`src/rtl/as_notify_defs.sv`:
```
// Shared constants for the spoof-notification transmitter: IOQ header field
// positions, notification packet geometry and the transmit FSM encoding.
package as_notify_defs;

  localparam logic [7:0] IO_QUEUE_STAGE_NUM = 8'hFF;
  localparam int IOQ_BYTE_LEN_POS = 0;
  localparam int IOQ_SRC_PORT_POS = 16;
  localparam int IOQ_WORD_LEN_POS = 32;
  localparam int IOQ_DST_PORT_POS = 48;

  localparam int NOTIFY_WORDS = 8;
  localparam int NOTIFY_BYTES = 64;
  localparam logic [2:0] LAST_WORD = 3'(NOTIFY_WORDS - 1);

  typedef enum logic [1:0] {
    ST_IDLE = 2'd0,
    ST_HDR  = 2'd1,
    ST_DATA = 2'd2
  } notify_state_t;

endpackage

```
`src/rtl/as_notify_req_fifo.sv`:
```
// Register FIFO for pending notification requests. Head is valid whenever
// o_empty is low; a push alongside a pop is accepted even when full.
module as_notify_req_fifo #(
  parameter int WIDTH      = 115,
  parameter int DEPTH_BITS = 2
) (
  input  logic             clk,
  input  logic             reset,
  input  logic             i_push,
  input  logic [WIDTH-1:0] i_data,
  input  logic             i_pop,
  output logic [WIDTH-1:0] o_head,
  output logic             o_full,
  output logic             o_empty
);

  localparam int DEPTH = 1 << DEPTH_BITS;

  logic [WIDTH-1:0]  r_mem [DEPTH];
  logic [DEPTH_BITS:0] r_wr_ptr;
  logic [DEPTH_BITS:0] r_rd_ptr;
  logic              w_do_push;
  logic              w_do_pop;

  assign o_empty   = (r_wr_ptr == r_rd_ptr);
  assign o_full    = (r_wr_ptr[DEPTH_BITS] != r_rd_ptr[DEPTH_BITS]) &&
                     (r_wr_ptr[DEPTH_BITS-1:0] == r_rd_ptr[DEPTH_BITS-1:0]);
  assign w_do_pop  = i_pop && !o_empty;
  // The slot freed by a same-cycle pop is the one the push reuses.
  assign w_do_push = i_push && (!o_full || w_do_pop);
  assign o_head    = r_mem[r_rd_ptr[DEPTH_BITS-1:0]];

  always_ff @(posedge clk) begin
    if (w_do_push) r_mem[r_wr_ptr[DEPTH_BITS-1:0]] <= i_data;
  end

  always_ff @(posedge clk or posedge reset) begin
    if (reset) begin
      r_wr_ptr <= '0;
      r_rd_ptr <= '0;
    end else begin
      if (w_do_push) r_wr_ptr <= r_wr_ptr + 1'b1;
      if (w_do_pop)  r_rd_ptr <= r_rd_ptr + 1'b1;
    end
  end

endmodule

```
`src/rtl/as_spoof_notify_tx.sv`:
```
// Turns spoof-drop events into fixed 64-byte notification packets (IOQ header
// plus 8 data words) written onto the datapath under out_rdy flow control.
module as_spoof_notify_tx
  import as_notify_defs::*;
#(
  parameter int DATA_WIDTH        = 64,
  parameter int CTRL_WIDTH        = DATA_WIDTH / 8,
  parameter int NUM_OUTPUT_QUEUES = 8,
  parameter int NUM_IQ_BITS       = 3,
  parameter logic [NUM_OUTPUT_QUEUES-1:0] NOTIFY_DST_PORTS = 8'b10101010,
  parameter logic [15:0] NOTIFY_ETHERTYPE = 16'h88B5,
  parameter logic [47:0] NOTIFY_MAC       = 48'h0000_4E46_0000,
  parameter int REQ_DEPTH_BITS    = 2
) (
  input  logic                   clk,
  input  logic                   reset,
  input  logic                   notify_en,
  input  logic                   drop_vld,
  input  logic [47:0]            drop_src_mac,
  input  logic [31:0]            drop_src_ip,
  input  logic [31:0]            drop_dst_ip,
  input  logic [NUM_IQ_BITS-1:0] drop_src_port,
  output logic [DATA_WIDTH-1:0]  out_data,
  output logic [CTRL_WIDTH-1:0]  out_ctrl,
  output logic                   out_wr,
  input  logic                   out_rdy,
  output logic                   notify_sent,
  output logic [31:0]            overflow_cnt,
  output notify_state_t          o_dbg_state
);

  localparam int REQ_W = 48 + 32 + 32 + NUM_IQ_BITS;

  notify_state_t    r_state;
  logic [2:0]       r_word_idx;
  logic [15:0]      r_seq_num;
  logic [31:0]      r_overflow_cnt;
  logic [31:0]      r_ovf_snap;

  logic             w_event;
  logic             w_push;
  logic             w_pop;
  logic             w_full;
  logic             w_empty;
  logic [REQ_W-1:0] w_head;
  logic [47:0]      w_head_mac;
  logic [31:0]      w_head_sip;
  logic [31:0]      w_head_dip;
  logic [NUM_IQ_BITS-1:0] w_head_port;
  logic [63:0]      w_data;
  logic [7:0]       w_ctrl;

  assign w_event = drop_vld && notify_en;
  assign w_pop   = (r_state == ST_DATA) && out_rdy && (r_word_idx == LAST_WORD);
  assign w_push  = w_event;

  as_notify_req_fifo #(
    .WIDTH      (REQ_W),
    .DEPTH_BITS (REQ_DEPTH_BITS)
  ) u_req_fifo (
    .clk     (clk),
    .reset   (reset),
    .i_push  (w_push),
    .i_data  ({drop_src_mac, drop_src_ip, drop_dst_ip, drop_src_port}),
    .i_pop   (w_pop),
    .o_head  (w_head),
    .o_full  (w_full),
    .o_empty (w_empty)
  );

  assign {w_head_mac, w_head_sip, w_head_dip, w_head_port} = w_head;

  always_ff @(posedge clk or posedge reset) begin
    if (reset) begin
      r_overflow_cnt <= '0;
    end else if (w_event && w_full && !w_pop && (r_overflow_cnt != 32'hFFFF_FFFF)) begin
      r_overflow_cnt <= r_overflow_cnt + 32'd1;
    end
  end

  always_ff @(posedge clk or posedge reset) begin
    if (reset) begin
      r_state    <= ST_IDLE;
      r_word_idx <= '0;
      r_seq_num  <= '0;
      r_ovf_snap <= '0;
    end else begin
      case (r_state)
        ST_IDLE: if (!w_empty) r_state <= ST_HDR;
        ST_HDR: if (out_rdy) begin
          r_state    <= ST_DATA;
          r_word_idx <= '0;
          r_ovf_snap <= r_overflow_cnt;
        end
        ST_DATA: if (out_rdy) begin
          if (r_word_idx == LAST_WORD) begin
            r_state   <= ST_IDLE;
            r_seq_num <= r_seq_num + 16'd1;
          end else begin
            r_word_idx <= r_word_idx + 3'd1;
          end
        end
        default: r_state <= ST_IDLE;
      endcase
    end
  end

  // Word contents depend only on state, index and FIFO head, so a stalled
  // word is re-presented unchanged until out_rdy accepts it.
  always_comb begin
    w_data = '0;
    w_ctrl = '0;
    case (r_state)
      ST_HDR: begin
        w_data[IOQ_BYTE_LEN_POS +: 16] = 16'(NOTIFY_BYTES);
        w_data[IOQ_SRC_PORT_POS +: 16] = 16'(w_head_port);
        w_data[IOQ_WORD_LEN_POS +: 16] = 16'(NOTIFY_WORDS);
        w_data[IOQ_DST_PORT_POS +: 16] = 16'(NOTIFY_DST_PORTS);
        w_ctrl = IO_QUEUE_STAGE_NUM;
      end
      ST_DATA: begin
        case (r_word_idx)
          3'd0:    w_data = {48'hFFFF_FFFF_FFFF, NOTIFY_MAC[47:32]};
          3'd1:    w_data = {NOTIFY_MAC[31:0], NOTIFY_ETHERTYPE, r_seq_num};
          3'd2:    w_data = {w_head_mac, 16'(w_head_port)};
          3'd3:    w_data = {w_head_sip, w_head_dip};
          3'd4:    w_data = {32'd0, r_ovf_snap};
          default: w_data = '0;
        endcase
        if (r_word_idx == LAST_WORD) w_ctrl = 8'h01;
      end
      default: ;
    endcase
  end

  assign out_wr       = (r_state != ST_IDLE) && out_rdy;
  assign out_data     = w_data;
  assign out_ctrl     = w_ctrl;
  assign notify_sent  = w_pop;
  assign overflow_cnt = r_overflow_cnt;
  assign o_dbg_state  = r_state;

endmodule

```
`config.mk`:
```
export PLATFORM = sky130hd
export DESIGN_NAME = as_spoof_notify_tx
export DESIGN_NICKNAME = d
export VERILOG_FILES = /design/src/rtl/as_notify_defs.sv /design/src/rtl/as_notify_req_fifo.sv /design/src/rtl/as_spoof_notify_tx.sv
export SDC_FILE = /design/constraint.sdc
export NUM_CORES = 1
export LEC_CHECK = 0
export CORE_MARGIN = 8
export CORE_UTILIZATION = 35
export CTS_CLUSTER_DIAMETER = 40
export DETAILED_ROUTE_END_ITERATION = 12
export PLACE_DENSITY = 0.5
export REMOVE_ABC_BUFFERS = 1
export SLEW_MARGIN = 20
export SYNTH_ARGS = -nofsm -noshare
export SYNTH_HDL_FRONTEND = slang
export SYNTH_HIERARCHICAL = 1
export SYNTH_SLANG_ARGS = --single-unit
```
`constraint.sdc`:
```
create_clock -name clk -period 6.2 [get_ports clk]
set_input_delay 1.24 -clock clk [delete_from_list [all_inputs] [get_ports clk]]
set_output_delay 1.24 -clock clk [all_outputs]
set_load 0.005 [all_outputs]
```
==> summary.txt, run 1 <==
Min path
  – Hold endpoint: r_seq_num[15]$_DFFE_PP0P_
  – Worst Min Path Start: r_seq_num[15]$_DFFE_PP0P_
  – Hold WC Path Type: flip-flop to flip-flop
  – Hold depth: 1

Detailed routing
  – Metal3 WL: 3880 um
  – Drt total wl: 57100 um
  – Residual DRC count: 0
  – Avg Vias per Cell: around 5
  – Routed length on met2: 27000 um
  – DRT antenna net count: 0
  – Iteration-0 DRC Markers: 905
  – Vias: 12.0k
  – M1 WL: about 25000 um
  – First-pass iteration count of the detailed router: 7
  – DR top layer: met5
  – WL/cell: 24.3 um

Synth
  – Gate Count Post-Synth: 1162
  – Synth Area per Inst: between 15 and 20 um^2
  – FFs w/ async S/R, synth: 16.5%
  – Synth top area cells: edfxtp_1, mux4_2, dfrtp_1
  – Dominant cell type by area after synthesis: edfxtp_1
  – Mapped Area: 22100 um^2
  – Synth warn: 6
  – Number of flops mapped to enable cells by yosys: 460
  – Ys flop type: edfxtp_1
  – Synth Register Bits: 551
  – Top-count cell post-synth: edfxtp_1
  – Synth top cells by count: edfxtp_1, mux4_2, dfrtp_1
  – Share of the synthesized area in the top cell type: 62.6%
  – Sequential area share after synthesis: around 73%
  – Yosys cell types: 59

Final layout
  – Final core occ: 45.2%
  – Nets: between 1.5k and 2k
  – Fillers: ~5.5k
  – Share of cells above drive strength 1: 22.5%
  – Area Growth Syn to Fin: 28.5%

CTS
  – Post-CTS sizing: 0
  – CTS tree: yes
  – Htree depth: 3
  – Clk_lat worst skew: 0.61 ns
  – Clk slew on worst S/H paths: 0.05 ns
  – Clock Sinks: 551
  – Setup bufs post-CTS: 0
  – Clock Tree Root: clkbuf_16
  – Cts hold-fix bufs: 0
  – Clk buf depth: 3
  – Inserted Clock Buffers: 87

Floorplan
  – Die width: 267 um
  – Initial Utilization: 35.2%
  – Die area: around 71000 um^2
  – Row count: 92
  – Ports: between 200 and 250
  – Die Y-Extent: 267 um
  – Core area: 62700 um^2

Worst setup path
  – Setup slack, reg-to-reg: 2.81 ns
  – Crit path capture type: primary output
  – Worst R2R Path Depth: 6
  – Reg2reg start: u_req_fifo/r_rd_ptr[0]$_DFFE_PP0P_
  – Worst Path Arrival: about 4 ns
  – Critical path type: flip-flop to primary output
  – CP max stage cell: nand2_4
  – R2R Path End: overflow_cnt[30]$_DFFE_PP0P_
  – WP data required: just under 5 ns
  – Crit start category: flip-flop
  – CP cell instances: inv_1 > ha_4 > nor2_1 > a21boi_0 > nand2_4 > a31oi_1 > clkdlybuf4s50_1
  – Crit Path Max Fanout: 63
  – Crit-path max cell delay: roughly 0.66 ns

Placed design
  – Post-Place Setup Slack: 1.57 ns
  – DP Wirelength: 34600 um
  – I/O Buffers: roughly 230
  – GPL Wtd Cong: about 0.76

Global routing
  – Total grt overflow: 0
  – Largest net degree at the start of global routing: 65
  – Vias in the first global route: 13.0k
  – First-pass GRT wire length: around 85000 um
  – Initial antenna violation count: 10
  – Gr usage total: 15.9%

STA
  – Setup TNS: 0 ns
  – Final Hold Fails: 0
  – Max Clk Rate: 191 MHz
  – RSZ-0062 raised after global routing: false
  – Worst Tran Pin Value: about 1.1 ns
  – Crit share post-route: 84.3%
  – Relative slew slack: 27.0%
  – Worst setup margin: 0.976 ns
  – Hold slack: 0.479 ns
  – Layout Skew: 0.0161 ns
  – Max-slew violation count: 0
  – Min Clock Period, post-route: approximately 5.2 ns
  – Final setup fails: 0

Power
  – Seq pwr share: 40.5%
  – Pint: slightly above 0.008 W
  – Comb power frac: 15.7%
  – Pwr Total: 0.0111 W
  – Clock share of power: 43.7%
  – Switch share: 26.3%
  – P_sw: 0.00293 W
  – Maximum vdd drop: 201 uV
  – Leakage power total: 9.63 nW
  – Pwr/cell area: 393 nW/um^2

Job
  – Max cap viols: 0

Run status
  – Status: completed
[cell usage in the layout (no fill, tap or decap), types with 4 or more instances in the layout]
cell type / count
clkinv_4: 8
clkbuf_8: 4
nor4_1: 7
nand2b_1: 4
nand3_1: 19
buf_4: 16
clkbuf_16: 89
inv_6: 10
clkinv_2: 11
nand2_1: 50
inv_1: 13
clkinv_1: 8
a222oi_1: 14
ha_1: 15
nor3_1: 7
nand4_1: 7
mux2_1: 4
a221oi_1: 26
mux4_2: 115
xnor2_1: 27
bufinv_16: 10
and3_1: 8
clkbuf_1: 14
nor2_1: 45
xor2_1: 23
a21oi_1: 10
mux2_2: 32
clkinvlp_4: 4
clkdlybuf4s50_1: 227
edfxtp_1: 460
dfrtp_1: 89
o21ai_0: 20
a31oi_1: 16
buf_12: 7
and2_1: 8
a22oi_1: 20
[how the worst max path moves through the flow]
stage	from	end	slack [ns]	cells past startpoint
2_1_floorplan	u_req_fifo/r_rd_ptr[0]$_DFFE_PP0P_	u_req_fifo/r_mem[1][0]$_DFFE_PP_	-1.98	3
3_3_place_gp	r_word_idx[2]$_DFFE_PP0P_	out_data[24]	1.70	7
3_5_place_dp	r_word_idx[2]$_DFFE_PP0P_	out_data[24]	1.57	7
4_1_cts	r_word_idx[2]$_DFFE_PP0P_	out_data[24]	0.88	7
5_1_grt	r_word_idx[2]$_DFFE_PP0P_	out_data[24]	0.68	7
6_report	r_word_idx[2]$_DFFE_PP0P_	out_data[24]	0.98	7
[routing by layer]
metal	track usage [%]	up-vias
met5	0	-
met4	4.93	14
met3	4.37	97
met2	25.3	355
met1	21.2	6286
li1	-	5295
[per-stage QoR]
step | cell area (um^2) | std cells
after floorplan | 21700 | 1093
final | 28400 | 2353
after detailed placement | 25400 | 2189
after global routing | 28400 | 2350
after CTS | 28400 | 2350
after global placement | 25400 | 2189
[power by group through the flow]
| stage | sequential, W | clock (W) | combinational, W |
|---|---|---|---|
| floorplan | 0.00460 | 0 | 0.000778 |
| global placement | 0.00458 | 0 | 0.00181 |
| detailed placement | 0.00459 | 0 | 0.00180 |
| CTS | 0.00452 | 0.00498 | 0.00181 |
| global route | 0.00455 | 0.00516 | 0.00191 |
| finish | 0.00452 | 0.00488 | 0.00175 |
[kinds of logic after synthesis]
logic type / share of synthesized area, %
DFF: 72.9
muxes: 13.6
AOI/OAI and AO/OA: 4.23
and+or+nand+nor: 4.36
xor gates and xnor gates: 2.18
adders and majority gates: 0.907
buffers and inverters: 1.86
[worst max-delay path, delay by kind of cell, from the launching register on]
kind	cells	cell delay [ns]
adder cells (fa/ha/maj)	1	0.18
flip-flops	1	0.51
buffers and inverters	2	0.89
AND/OR/NAND/NOR	2	0.70
AO/OA/AOI/OAI	2	1.08
[flip-flops by register name, indices dropped and copies added, names as in the netlist]
signal,cells
u_req_fifo/r_rd_ptr,3
o_dbg_state,2
overflow_cnt,32
r_seq_num,16
r_word_idx,3
r_ovf_snap,32
u_req_fifo/r_wr_ptr,3
u_req_fifo/r_mem,460
[cell type report]
| type | instances | area (um^2) | share of cell area (%) |
|---|---|---|---|
| flip-flops and latches | 551 | 16100 | 56.8 |
| multi-input cells | 526 | 5620 | 19.8 |
| repair buffers | 250 | 2530 | 8.93 |
| clock buffers | 107 | 2330 | 8.23 |
| well taps | 846 | 1060 | 3.73 |
| clock inverters | 54 | 639 | 2.25 |
| inverters | 16 | 66.3 | 0.234 |
| diodes | 3 | 7.51 | 0.0265 |
Note: power is estimated with default switching activity, not from simulation.
==> inputs of run 2 (changes only) <==
--- a/config.mk
+++ b/config.mk
@@ -9,7 +9,7 @@
 export CORE_UTILIZATION = 35
 export CTS_CLUSTER_DIAMETER = 40
 export DETAILED_ROUTE_END_ITERATION = 12
-export PLACE_DENSITY = 0.5
+export PLACE_DENSITY = 0.52
 export REMOVE_ABC_BUFFERS = 1
 export SLEW_MARGIN = 20
 export SYNTH_ARGS = -nofsm -noshare
==> constraint.sdc (replaced) <==
create_clock -name clk -period 4.72 [get_ports clk]
set_input_delay 0.944 -clock clk [delete_from_list [all_inputs] [get_ports clk]]
set_output_delay 0.944 -clock clk [all_outputs]
set_load 0.005 [all_outputs]
==> summary.txt, run 2 (synthesis gave the netlist of run 1 again) <==
Run status
  – Status: completed

Floorplan
  – Die Y-Extent: 267 um (unchanged)
  – Initial Utilization: 35.2% (unchanged)
  – Die area: 71400 um^2 (unchanged)
  – Row count: 92 (unchanged)
  – Ports: 228 (unchanged)
  – Core area: 62700 um^2 (unchanged)
  – Die width: 267 um (unchanged)

Worst setup path
  – Delay-heaviest family, CP: buffers and inverters
  – Reg2reg start: u_req_fifo/r_rd_ptr[1]$_DFFE_PP0P_
  – Crit-path max cell delay: 0.59 ns (-0.07 ns)
  – Worst path bufs/invs: 3 (+1)
  – CP cell instances: inv_1 > ha_1 > nor2_1 > a21boi_4 > nand2_4 > buf_12 > a31oi_1 > clkdlybuf4s50_1
  – Worst Path Arrival: 3.48 ns (-0.50 ns)
  – WP data required: 3.78 ns (-1.18 ns)
  – Crit path capture type: primary output
  – Crit start category: flip-flop
  – Worst R2R Path Depth: 6 (unchanged)
  – Setup slack, reg-to-reg: 1.29 ns (-1.52 ns)
  – Critical path type: flip-flop to primary output
  – Crit Path Max Fanout: 32 (-49%)
  – R2R Path End: overflow_cnt[30]$_DFFE_PP0P_
  – CP max stage cell: clkdlybuf4s50_1

Global routing
  – Grt met1 use: 21.3% (+0.028 points)
  – Vias in the first global route: 13.1k (+0.55%)
  – Total grt overflow: 0 (unchanged)
  – Initial antenna violation count: 12 (+2)
  – Gr busiest metal: met2
  – GR Util met2: 25.6% (+0.25 points)
  – Gr usage total: 16.0% (+0.092 points)
  – First-pass GRT wire length: 85100 um (+0.54%)
  – GR met3 Demand/Resource: 4.63% (+0.26 points)
  – Largest net degree at the start of global routing: 76 (+17%)

Power
  – Clock share of power: 43.5% (-0.2 points)
  – Leakage power total: 9.74 nW (+1.1%)
  – P_sw: 0.00393 W (+34%)
  – Maximum vdd drop: 294 uV (+47%)
  – Switch share: 26.7% (+0.41 points)
  – Pwr/cell area: 514 nW/um^2 (+31%)
  – Pwr Total: 0.0147 W (+32%)
  – Seq pwr share: 40.3% (-0.2 points)
  – Pint: 0.0108 W (+31%)
  – Comb power frac: 16.2% (+0.5 points)

STA
  – Min Clock Period, post-route: 4.43 ns
  – Final Hold Fails: 0 (unchanged)
  – Max-slew violation count: 0 (unchanged)
  – Max Clk Rate: 226 MHz
  – Relative slew slack: 34.5% (+7.5 points)
  – Worst Tran Pin Value: 0.975 ns (-0.120 ns)
  – Crit share post-route: 93.8%
  – RSZ-0062 raised after global routing: false
  – Final setup fails: 0 (unchanged)
  – Layout Skew: 0.0239 ns (+0.00777 ns)

Job
  – Max cap viols: 0 (unchanged)

Detailed routing
  – Vias: 12.1k (+0.16%)
  – DRT antenna net count: 0 (unchanged)
  – Iteration-0 DRC Markers: 812 (-10%)
  – Residual DRC count: 0 (unchanged)
  – Drt total wl: 56900 um (-0.32%)
  – Avg Vias per Cell: 5.08 (-0.69%)
  – WL/cell: 24.0 um (-1.2%)
  – First-pass iteration count of the detailed router: 7 (unchanged)

Final layout
  – Max reg flops: 460 (unchanged)
  – Fillers: 5374 (-1.6%)
  – Share of cells above drive strength 1: 24.0% (+1.5 points)
  – Final core occ: 45.7% (+0.45 points)
  – Nets: 1587 (+1.2%)
  – Area Growth Syn to Fin: 29.8%
  – Most frequent cells in the layout: edfxtp_1, clkdlybuf4s50_1, mux4_2
  – Commonest non-fill, non-tap cell in the layout: edfxtp_1

CTS
  – Inserted Clock Buffers: 87 (unchanged)
  – Clock Tree Root: clkbuf_16
  – Clk_lat worst skew: 0.62 ns (about the same)
  – Clk slew on worst S/H paths: 0.05 ns (about the same)
  – Htree depth: 3 (unchanged)
  – Clock Sinks: 551 (unchanged)
  – Clk buf depth: 3 (unchanged)
  – Cts hold-fix bufs: 0 (unchanged)
  – CTS tree: yes

Min path
  – Hold endpoint: r_seq_num[15]$_DFFE_PP0P_
  – Hold WC Path Type: flip-flop to flip-flop
  – Worst Min Path Start: r_seq_num[15]$_DFFE_PP0P_
  – Hold depth: 1 (unchanged)

Placed design
  – GPL Wtd Cong: 0.775 (+2.4%)
  – I/O Buffers: 227 (unchanged)
  – DP Wirelength: 36000 um (+4.1%)
==> run 2: area by class of cell <==
type | instances | area, um^2 | area share (%)
sequential | 551 | 16100 | 56.2
tap | 846 | 1060 | 3.70
multi-input combinational | 527 | 5640 | 19.7
timing repair buffer | 268 | 2800 | 9.76
clock inverter | 64 | 729 | 2.55
antenna | 4 | 10.0 | 0.0349
clock buffer | 97 | 2250 | 7.84
inverter | 16 | 66.3 | 0.232
==> run 2: repair_timing <==
action,4_1_cts,5_1_grt
gates resized for setup,4,0
setup buffers,2,0
setup endpoints to repair,5,0
hold endpoints to repair,0,0
==> run 2: worst max-delay path by stage <==
stage	cells past startpoint	slack, ns	endpoint	from
floorplan	3	-3.46	u_req_fifo/r_mem[1][0]$_DFFE_PP_	u_req_fifo/r_rd_ptr[0]$_DFFE_PP0P_
global placement	8	0.47	out_data[29]	r_word_idx[2]$_DFFE_PP0P_
detailed placement	8	0.49	out_data[19]	r_word_idx[2]$_DFFE_PP0P_
CTS	8	0.23	out_data[19]	r_word_idx[0]$_DFFE_PP0P_
global route	8	0.06	out_data[22]	r_word_idx[0]$_DFFE_PP0P_
finish	8	0.29	out_data[19]	r_word_idx[0]$_DFFE_PP0P_
==> run 2: worst reg2reg max path: cells and delay by family, from the launching register on <==
family / cells / cell delay [ns]
muxes: 1 / 0.32
DFF: 1 / 0.91
and+or+nand+nor: 4 / 1.84
xor gates and xnor gates: 1 / 0.25
==> run 2: metrics by stage <==
step	hold WS (ns)	setup slack (ns)	cells	setup TNS, ns	instance area (um^2)
2_1_floorplan	0.442	-3.46	1093	-1716.20	21700
3_3_place_gp	0.470	0.467	2205	0	25600
3_5_place_dp	0.462	0.495	2205	0	25600
4_1_cts	0.474	0.231	2369	0	28600
5_1_grt	0.500	0.0586	2369	0	28600
6_report	0.477	0.293	2373	0	28600
==> run 2: power groups by stage <==
stage / clock, W / sequential (W) / combinational (W)
after global placement: 0 / 0.00601 / 0.00239
after floorplan: 0 / 0.00604 / 0.00102
after global routing: 0.00676 / 0.00597 / 0.00258
final: 0.00640 / 0.00593 / 0.00238
after detailed placement: 0 / 0.00603 / 0.00237
after CTS: 0.00654 / 0.00594 / 0.00244
==> run 2: metal layers <==
layer	wire length, um	vias to the layer above
li1	-	5339
met4	1070	12
met2	27100	364
met3	4000	91
met1	24700	6260
met5	77	-
